### src/rtl/mc_ctrl_pkg.sv
// ============================================================================
// Module   : mc_ctrl_pkg
// Brief    : Shared types and encodings for the multicycle RV32I controller.
//            The ILLEGAL state exists only when MC_ILLEGAL_TRAP_EN is defined.
// Revision : 1.0 - initial release
// ============================================================================
`default_nettype none

package mc_ctrl_pkg;

  typedef enum logic [3:0] {
    S_FETCH    = 4'd0,
    S_DECODE   = 4'd1,
    S_MEMADR   = 4'd2,
    S_MEMREAD  = 4'd3,
    S_MEMWB    = 4'd4,
    S_MEMWRITE = 4'd5,
    S_EXECR    = 4'd6,
    S_EXECI    = 4'd7,
    S_ALUWB    = 4'd8,
    S_BEQ      = 4'd9,
    S_JAL      = 4'd10
`ifdef MC_ILLEGAL_TRAP_EN
    , S_ILLEGAL = 4'd11
`endif
  } state_t;

  localparam logic [6:0] c_op_lw   = 7'b0000011;
  localparam logic [6:0] c_op_sw   = 7'b0100011;
  localparam logic [6:0] c_op_r    = 7'b0110011;
  localparam logic [6:0] c_op_i    = 7'b0010011;
  localparam logic [6:0] c_op_beq  = 7'b1100011;
  localparam logic [6:0] c_op_jal  = 7'b1101111;

  localparam logic [3:0] c_alu_add = 4'd0;
  localparam logic [3:0] c_alu_sub = 4'd1;
  localparam logic [3:0] c_alu_and = 4'd2;
  localparam logic [3:0] c_alu_or  = 4'd3;
  localparam logic [3:0] c_alu_xor = 4'd4;
  localparam logic [3:0] c_alu_slt = 4'd5;
  localparam logic [3:0] c_alu_sll = 4'd6;
  localparam logic [3:0] c_alu_srl = 4'd7;
  localparam logic [3:0] c_alu_sra = 4'd8;

  // ALU operation class handed to the decoder
  localparam logic [1:0] c_aluop_add   = 2'b00;
  localparam logic [1:0] c_aluop_sub   = 2'b01;
  localparam logic [1:0] c_aluop_funct = 2'b10;

  localparam logic [1:0] c_srca_pc    = 2'b00;
  localparam logic [1:0] c_srca_oldpc = 2'b01;
  localparam logic [1:0] c_srca_a     = 2'b10;

  localparam logic [1:0] c_srcb_wd    = 2'b00;
  localparam logic [1:0] c_srcb_imm   = 2'b01;
  localparam logic [1:0] c_srcb_four  = 2'b10;

  localparam logic [1:0] c_res_aluout    = 2'b00;
  localparam logic [1:0] c_res_data      = 2'b01;
  localparam logic [1:0] c_res_aluresult = 2'b10;

  localparam logic [1:0] c_imm_i = 2'b00;
  localparam logic [1:0] c_imm_s = 2'b01;
  localparam logic [1:0] c_imm_b = 2'b10;
  localparam logic [1:0] c_imm_j = 2'b11;

  function automatic logic [1:0] imm_src_of(input logic [6:0] op);
    case (op)
      c_op_sw:  imm_src_of = c_imm_s;
      c_op_beq: imm_src_of = c_imm_b;
      c_op_jal: imm_src_of = c_imm_j;
      default:  imm_src_of = c_imm_i;
    endcase
  endfunction

endpackage

`default_nettype wire

### src/rtl/multicycle_controller_alu_decoder.sv
// ============================================================================
// Module   : alu_decoder
// Brief    : Maps ALU op class plus funct fields to an ALU control code.
// Revision : 1.0 - initial release
// ============================================================================
`default_nettype none

module alu_decoder
  import mc_ctrl_pkg::*;
(
  input  logic [1:0] alu_op,
  input  logic [2:0] funct3,
  input  logic       funct7b5,
  input  logic       op_b5,
  output logic [3:0] alu_control,
  output logic       funct_illegal
);

  // funct3=011 (SLTU) is outside the supported subset
  assign funct_illegal = (funct3 == 3'b011);

  always_comb begin
    alu_control = c_alu_add;
    case (alu_op)
      c_aluop_sub: alu_control = c_alu_sub;
      c_aluop_funct: begin
        case (funct3)
          3'b000:  alu_control = (op_b5 & funct7b5) ? c_alu_sub : c_alu_add;
          3'b001:  alu_control = c_alu_sll;
          3'b010:  alu_control = c_alu_slt;
          3'b100:  alu_control = c_alu_xor;
          3'b101:  alu_control = funct7b5 ? c_alu_sra : c_alu_srl;
          3'b110:  alu_control = c_alu_or;
          3'b111:  alu_control = c_alu_and;
          default: alu_control = c_alu_add;
        endcase
      end
      default: alu_control = c_alu_add;
    endcase
  end

endmodule

`default_nettype wire

### src/rtl/multicycle_controller.sv
// ============================================================================
// Module   : multicycle_controller
// Brief    : Control FSM for a multicycle RV32I core with req/ready memory.
//            Define MC_ILLEGAL_TRAP_EN to trap unknown opcodes in ILLEGAL.
// Revision : 1.0 - initial release
// ============================================================================
`default_nettype none

module multicycle_controller
  import mc_ctrl_pkg::*;
#(
  parameter int INSTRET_W = 32
) (
  input  logic                 clk,
  input  logic                 rst,
  input  logic [6:0]           op,
  input  logic [2:0]           funct3,
  input  logic                 funct7b5,
  input  logic                 zero,
  input  logic                 mem_ready,
  output logic                 mem_req,
  output logic                 mem_write,
  output logic                 adr_src,
  output logic                 ir_write,
  output logic                 pc_write,
  output logic                 reg_write,
  output logic [1:0]           alu_src_a,
  output logic [1:0]           alu_src_b,
  output logic [1:0]           result_src,
  output logic [1:0]           imm_src,
  output logic [3:0]           alu_control,
  output logic [INSTRET_W-1:0] instret,
  output logic                 illegal
);

  state_t               r_state;
  state_t               w_next_state;
  logic [INSTRET_W-1:0] r_instret;
  logic [1:0]           w_alu_op;
  logic                 w_funct_illegal;
  logic                 w_retire;
  logic                 w_mem_req;
  logic                 w_mem_write;
  logic                 w_ir_write;
  logic                 w_pc_write;
  logic                 w_reg_write;

  alu_decoder u_alu_decoder (
    .alu_op        (w_alu_op),
    .funct3        (funct3),
    .funct7b5      (funct7b5),
    .op_b5         (op[5]),
    .alu_control   (alu_control),
    .funct_illegal (w_funct_illegal)
  );

`ifdef MC_ILLEGAL_TRAP_EN
  logic w_decode_bad;
  assign w_decode_bad = ((op == c_op_r) || (op == c_op_i)) ? w_funct_illegal :
                        !((op == c_op_lw) || (op == c_op_sw) || (op == c_op_beq) ||
                          (op == c_op_jal));
  assign illegal = (r_state == S_ILLEGAL);
`else
  logic w_unused_funct_illegal;
  assign w_unused_funct_illegal = w_funct_illegal;
  assign illegal = 1'b0;
`endif

  always_comb begin
    w_next_state = r_state;
    case (r_state)
      S_FETCH:    if (mem_ready) w_next_state = S_DECODE;
      S_DECODE: begin
`ifdef MC_ILLEGAL_TRAP_EN
        if (w_decode_bad) w_next_state = S_ILLEGAL;
        else
`endif
        case (op)
          c_op_lw, c_op_sw: w_next_state = S_MEMADR;
          c_op_r:           w_next_state = S_EXECR;
          c_op_i:           w_next_state = S_EXECI;
          c_op_beq:         w_next_state = S_BEQ;
          c_op_jal:         w_next_state = S_JAL;
          default:          w_next_state = S_FETCH;
        endcase
      end
      S_MEMADR:   w_next_state = (op == c_op_lw) ? S_MEMREAD : S_MEMWRITE;
      S_MEMREAD:  if (mem_ready) w_next_state = S_MEMWB;
      S_MEMWB:    w_next_state = S_FETCH;
      S_MEMWRITE: if (mem_ready) w_next_state = S_FETCH;
      S_EXECR:    w_next_state = S_ALUWB;
      S_EXECI:    w_next_state = S_ALUWB;
      S_ALUWB:    w_next_state = S_FETCH;
      S_BEQ:      w_next_state = S_FETCH;
      S_JAL:      w_next_state = S_ALUWB;
`ifdef MC_ILLEGAL_TRAP_EN
      S_ILLEGAL:  w_next_state = S_ILLEGAL;
`endif
      default:    w_next_state = S_FETCH;
    endcase
  end

  always_comb begin
    w_mem_req   = 1'b0;
    w_mem_write = 1'b0;
    w_ir_write  = 1'b0;
    w_pc_write  = 1'b0;
    w_reg_write = 1'b0;
    adr_src     = 1'b0;
    alu_src_a   = c_srca_pc;
    alu_src_b   = c_srcb_wd;
    result_src  = c_res_aluout;
    w_alu_op    = c_aluop_add;
    case (r_state)
      S_FETCH: begin
        w_mem_req  = 1'b1;
        alu_src_b  = c_srcb_four;
        result_src = c_res_aluresult;
        w_ir_write = mem_ready;
        w_pc_write = mem_ready;
      end
      // Branch target is precomputed into ALUOut while decoding
      S_DECODE: begin
        alu_src_a = c_srca_oldpc;
        alu_src_b = c_srcb_imm;
      end
      S_MEMADR: begin
        alu_src_a = c_srca_a;
        alu_src_b = c_srcb_imm;
      end
      S_MEMREAD: begin
        w_mem_req = 1'b1;
        adr_src   = 1'b1;
      end
      S_MEMWB: begin
        result_src  = c_res_data;
        w_reg_write = 1'b1;
      end
      S_MEMWRITE: begin
        w_mem_req   = 1'b1;
        w_mem_write = 1'b1;
        adr_src     = 1'b1;
      end
      S_EXECR: begin
        alu_src_a = c_srca_a;
        alu_src_b = c_srcb_wd;
        w_alu_op  = c_aluop_funct;
      end
      S_EXECI: begin
        alu_src_a = c_srca_a;
        alu_src_b = c_srcb_imm;
        w_alu_op  = c_aluop_funct;
      end
      S_ALUWB:  w_reg_write = 1'b1;
      S_BEQ: begin
        alu_src_a  = c_srca_a;
        alu_src_b  = c_srcb_wd;
        w_alu_op   = c_aluop_sub;
        w_pc_write = zero;
      end
      // PC takes the target from ALUOut while PC+4 is formed for rd
      S_JAL: begin
        alu_src_a  = c_srca_oldpc;
        alu_src_b  = c_srcb_four;
        w_pc_write = 1'b1;
      end
      default: ;
    endcase
  end

  // Reset masks every strobe so an in-flight access cannot commit
  assign mem_req   = w_mem_req   & ~rst;
  assign mem_write = w_mem_write & ~rst;
  assign ir_write  = w_ir_write  & ~rst;
  assign pc_write  = w_pc_write  & ~rst;
  assign reg_write = w_reg_write & ~rst;
  assign imm_src   = imm_src_of(op);

  assign w_retire = (r_state == S_ALUWB) || (r_state == S_MEMWB) || (r_state == S_BEQ) ||
                    ((r_state == S_MEMWRITE) && mem_ready);

  always_ff @(posedge clk or posedge rst) begin
    if (rst) begin
      r_state   <= S_FETCH;
      r_instret <= '0;
    end else begin
      r_state <= w_next_state;
      if (w_retire) r_instret <= r_instret + {{(INSTRET_W-1){1'b0}}, 1'b1};
    end
  end

  assign instret = r_instret;

endmodule

`default_nettype wire

### config.mk
export PLATFORM = sky130hd
export DESIGN_NAME = multicycle_controller
export DESIGN_NICKNAME = d
export VERILOG_FILES = /design/src/rtl/mc_ctrl_pkg.sv /design/src/rtl/multicycle_controller_alu_decoder.sv /design/src/rtl/multicycle_controller.sv
export SDC_FILE = /design/constraint.sdc
export NUM_CORES = 1
export LEC_CHECK = 0
export CAP_MARGIN = 40
export CORE_MARGIN = 3
export CORE_UTILIZATION = 40
export DETAILED_ROUTE_END_ITERATION = 7
export PLACE_DENSITY = 0.73
export REMOVE_ABC_BUFFERS = 1
export SYNTH_ARGS = -nofsm -noshare
export SYNTH_HDL_FRONTEND = slang
export SYNTH_SLANG_ARGS = --single-unit
### constraint.sdc
create_clock -name clk -period 2.1 [get_ports clk]
set_input_delay 0.21 -clock clk [delete_from_list [all_inputs] [get_ports clk]]
set_output_delay 0.21 -clock clk [all_outputs]
set_load 0.005 [all_outputs]
==> flow_summary_export.csv <==
group,metric,value,unit
run_status,outcome,"complete, no violations",
cells_and_area,diodes,0,
global_routing,grt_pass1_vias,1985,
cells_and_area,nets,347,
clock_network,cts_buffer_depth,2,
critical_path,start_kind,"register",
power_and_ir_drop,powerDensity,849,mW/mm^2
synthesis,ys_seq_area_share,41.4,%
global_routing,grt_util_all_layers,18.0,%
timing,whs,474,ps
cells_and_area,fin_area,0.00334,sq mm
power_and_ir_drop,clkPwrFrac,18.3,%
placement,dpl_cell_area,0.00303,sq mm
global_routing,antenna_found_initial,0,
critical_path,rrSetupSlack,50,ps
timing,finalCritPeriodShare,98.3,%
timing,finalSetupViolations,0,
critical_path,crit_path_max_fanout,4,
die,io_pins,66,
hold_path,min_path_type,"register to register",
die,start_util,42.1,%
synthesis,synth_area_leader_cell,"dfrtp_1",
synthesis,avgSynthCellArea,9.07,sq um
power_and_ir_drop,p_seq_share,31.2,%
critical_path,worstPathCellList,"inv_2 > nor2_1 > and2_4 > ha_2 > buf_4 > nand3_1 > nor3_2 > dlygate4sd2_1",
global_routing,grt-ovfl-total,0,
power_and_ir_drop,switching_power,971,uW
clock_network,cts_hold_repair.buffers,0,
routing,ant_nets,0,
cells_and_area,fill_cells,431,
clock_network,clk_latency,280,ps
critical_path,cp.arrival,1850,ps
die,die_h,79.8,um
power_and_ir_drop,p_total,2840,uW
routing,vias_per_cell,5.10,
critical_path,slowest_stage,"dfrtp_2",
die,die_x,79.8,um
power_and_ir_drop,p_int,1870,uW
synthesis,synthTopCellsByArea,"dfrtp_1 41%, xnor2_1 10%, nand4_1 3.7%, nor3_1 3.7%, xor2_1 3.6%",
timing,fin_ws,35.6,ps
clock_network,cts_root_buf,"clkbuf_8",
power_and_ir_drop,p_comb_share,50.5,%
clock_network,numCtsBuffers,5,
placement,post-place-ws,-235,ps
power_and_ir_drop,ir_drop,0.000558,V
timing,layout_min_cycle_time,2060,ps
timing,final.setup.tns,0,ps
synthesis,synth_commonest_cells,"36 x dfrtp_1, 25 x xnor2_1, 20 x nand2_1, 18 x nor2_1, 16 x nor3_1",
routing,drt_first_pass_iters,4,
synthesis,yosys_warnings,0,
synthesis,synth_cell_types,46,
synthesis,synth_seq_cells,36,
power_and_ir_drop,switching_share,34.2,%
global_routing,grt_max_degree,37,
synthesis,synth-async-reset-ratio,100,%
die,core,0.00517,sq mm
placement,place.port_buffers,64,
global_routing,grt_first_pass_wirelength,9.09,mm
synthesis,synth_ff_type,"dfrtp_1",
critical_path,cp_slowest_stage_delay,430,ps
synthesis,synthDominantCellAreaShare,41.4,%
power_and_ir_drop,p_leak,0.00155,uW
clock_network,clk_pin_slew,70,ps
timing,grt_setup_unrepaired,"true",
clock_network,cts_tree,"yes",
run,cap_violations,0,
placement,hpwlAfterDp,3.90,mm
cells_and_area,layout-drive-gt1-share,20.7,%
timing,fmax,484,MHz
timing,drv_slew,0,
routing,postRouteWirelength,5.48,mm
clock_network,cts.sinks,36,
die,dieArea,0.00636,sq mm
critical_path,crit_type,"register to output port",
placement,gp_congestion,0.808,
routing,wl_per_cell,13.7,um
synthesis,syn_inst,240,
clock_network,htreeDepth,2,
synthesis,syn_area,0.00218,sq mm
timing,fin_skew,3.27,ps
synthesis,synth-edff-count,0,
die,row_count,26,
cells_and_area,synthToLayoutAreaGrowth,53.6,%
critical_path,worstSetupEndpointType,"output port",
routing,route.detailed.drc,0,
critical_path,worstPathRequired,1890,ps
timing,hold_viol,0,
routing,dr.first_iter.drc_count,80,
synthesis,synthMostInstantiatedCell,"dfrtp_1",
routing,num_vias,2035,
## worst max-delay path: cells and delay by family, from the launching register on
| family | cells | cell delay [ps] |
|---|---|---|
| and+or+nand+nor | 4 | 510 |
| buffers and inverters | 3 | 430 |
| DFF | 1 | 430 |
| adders and majority gates | 1 | 200 |
## stage by stage
step                      util [%]  instances
after floorplan                  -        227
after global placement        58.6        386
after detailed placement      58.6        386
after CTS                     61.5        396
after global routing          64.6        399
final                         64.6        399
## placed cells by master (no fill, tap or decap), types with 2 or more instances in the layout
master            n
nor3_1           10
inv_1             7
dlymetal6s2s_1    9
nor3b_1           3
nand3_1           9
nand2b_4          3
a21oi_1           9
nand2b_1          3
and4_1            4
buf_4            26
and2_1            5
dlygate4sd2_1     3
nor3_2            5
xnor2_2           2
a31oi_1           2
xnor2_1          24
dfrtp_2           2
nor2b_4           3
o21ai_0           4
buf_6             4
dfrtp_1          34
clkdlybuf4s50_1  50
and3_1            5
xor2_1            9
or4_1             2
ha_1              2
nand4_1          13
clkbuf_8          7
nor2_1           17
a22oi_1           3
nand2_1          19
## per-layer routing
layer | part of all wire, % | wire [um] | vias to the layer above | global-route usage (%)
met1 | 44 | 2430 | 947 | 23.2
met3 | 5.6 | 307 | 5 | 4.29
met4 | 0.77 | 42 | 0 | 4.56
met5 | 0 | 0 | - | 0
met2 | 49 | 2710 | 64 | 30.3
li1 | - | - | 1019 | -
## sequential cells by signal, indices dropped and copies added, names as in the netlist
signal,flops
r_state,4
instret,32
## area by class of cell
cell class | count | area, sq um | area share, %
clock buffers | 7 | 96.3 | 2.88
repair buffers | 95 | 910 | 27.2
well taps | 70 | 87.6 | 2.62
flip-flops and latches | 36 | 903 | 27.0
inverters | 8 | 30.0 | 0.898
multi-input cells | 183 | 1320 | 39.4
## power by group through the flow
stage	Combinational, uW	Sequential [uW]	Clock (uW)
after floorplan	498	956	0
after global placement	1210	870	0
after detailed placement	1220	877	0
after CTS	1320	868	534
after global routing	1570	903	570
final	1430	885	519
## final timing paths
kind | from | end | cells after the start
setup / recovery | r_state[2] | alu_control[3] | 8
setup reg to reg | r_state[0] | instret[15] | 6
hold / removal | instret[31] | instret[31] | 1
hold reg to reg | instret[31] | instret[31] | 1
min in group asynchronous | rst | r_state[1] | 3
max in group asynchronous | rst | r_state[2] | 3
## what timing repair did
action	4_1_cts	5_1_grt
gates cloned	0	0
pin swaps	0	10
setup endpoints to repair	9	19
resized for setup	18	37
setup buffers	3	4
## cell families (layout without fill, tap and decap cells)
group	count (synthesis)	count (layout)	share of synthesized area (%)
other	1	1	0.172
buffers and inverters	21	110	4.31
flip-flops	36	36	41.4
AO/OA/AOI/OAI	28	28	8.16
XOR/XNOR	35	35	14.4
multiplexers	1	1	0.517
adder cells (fa/ha/maj)	3	3	1.72
AND/OR/NAND/NOR	115	115	29.3
No activity file was read; power rests on OpenSTA's default activity.
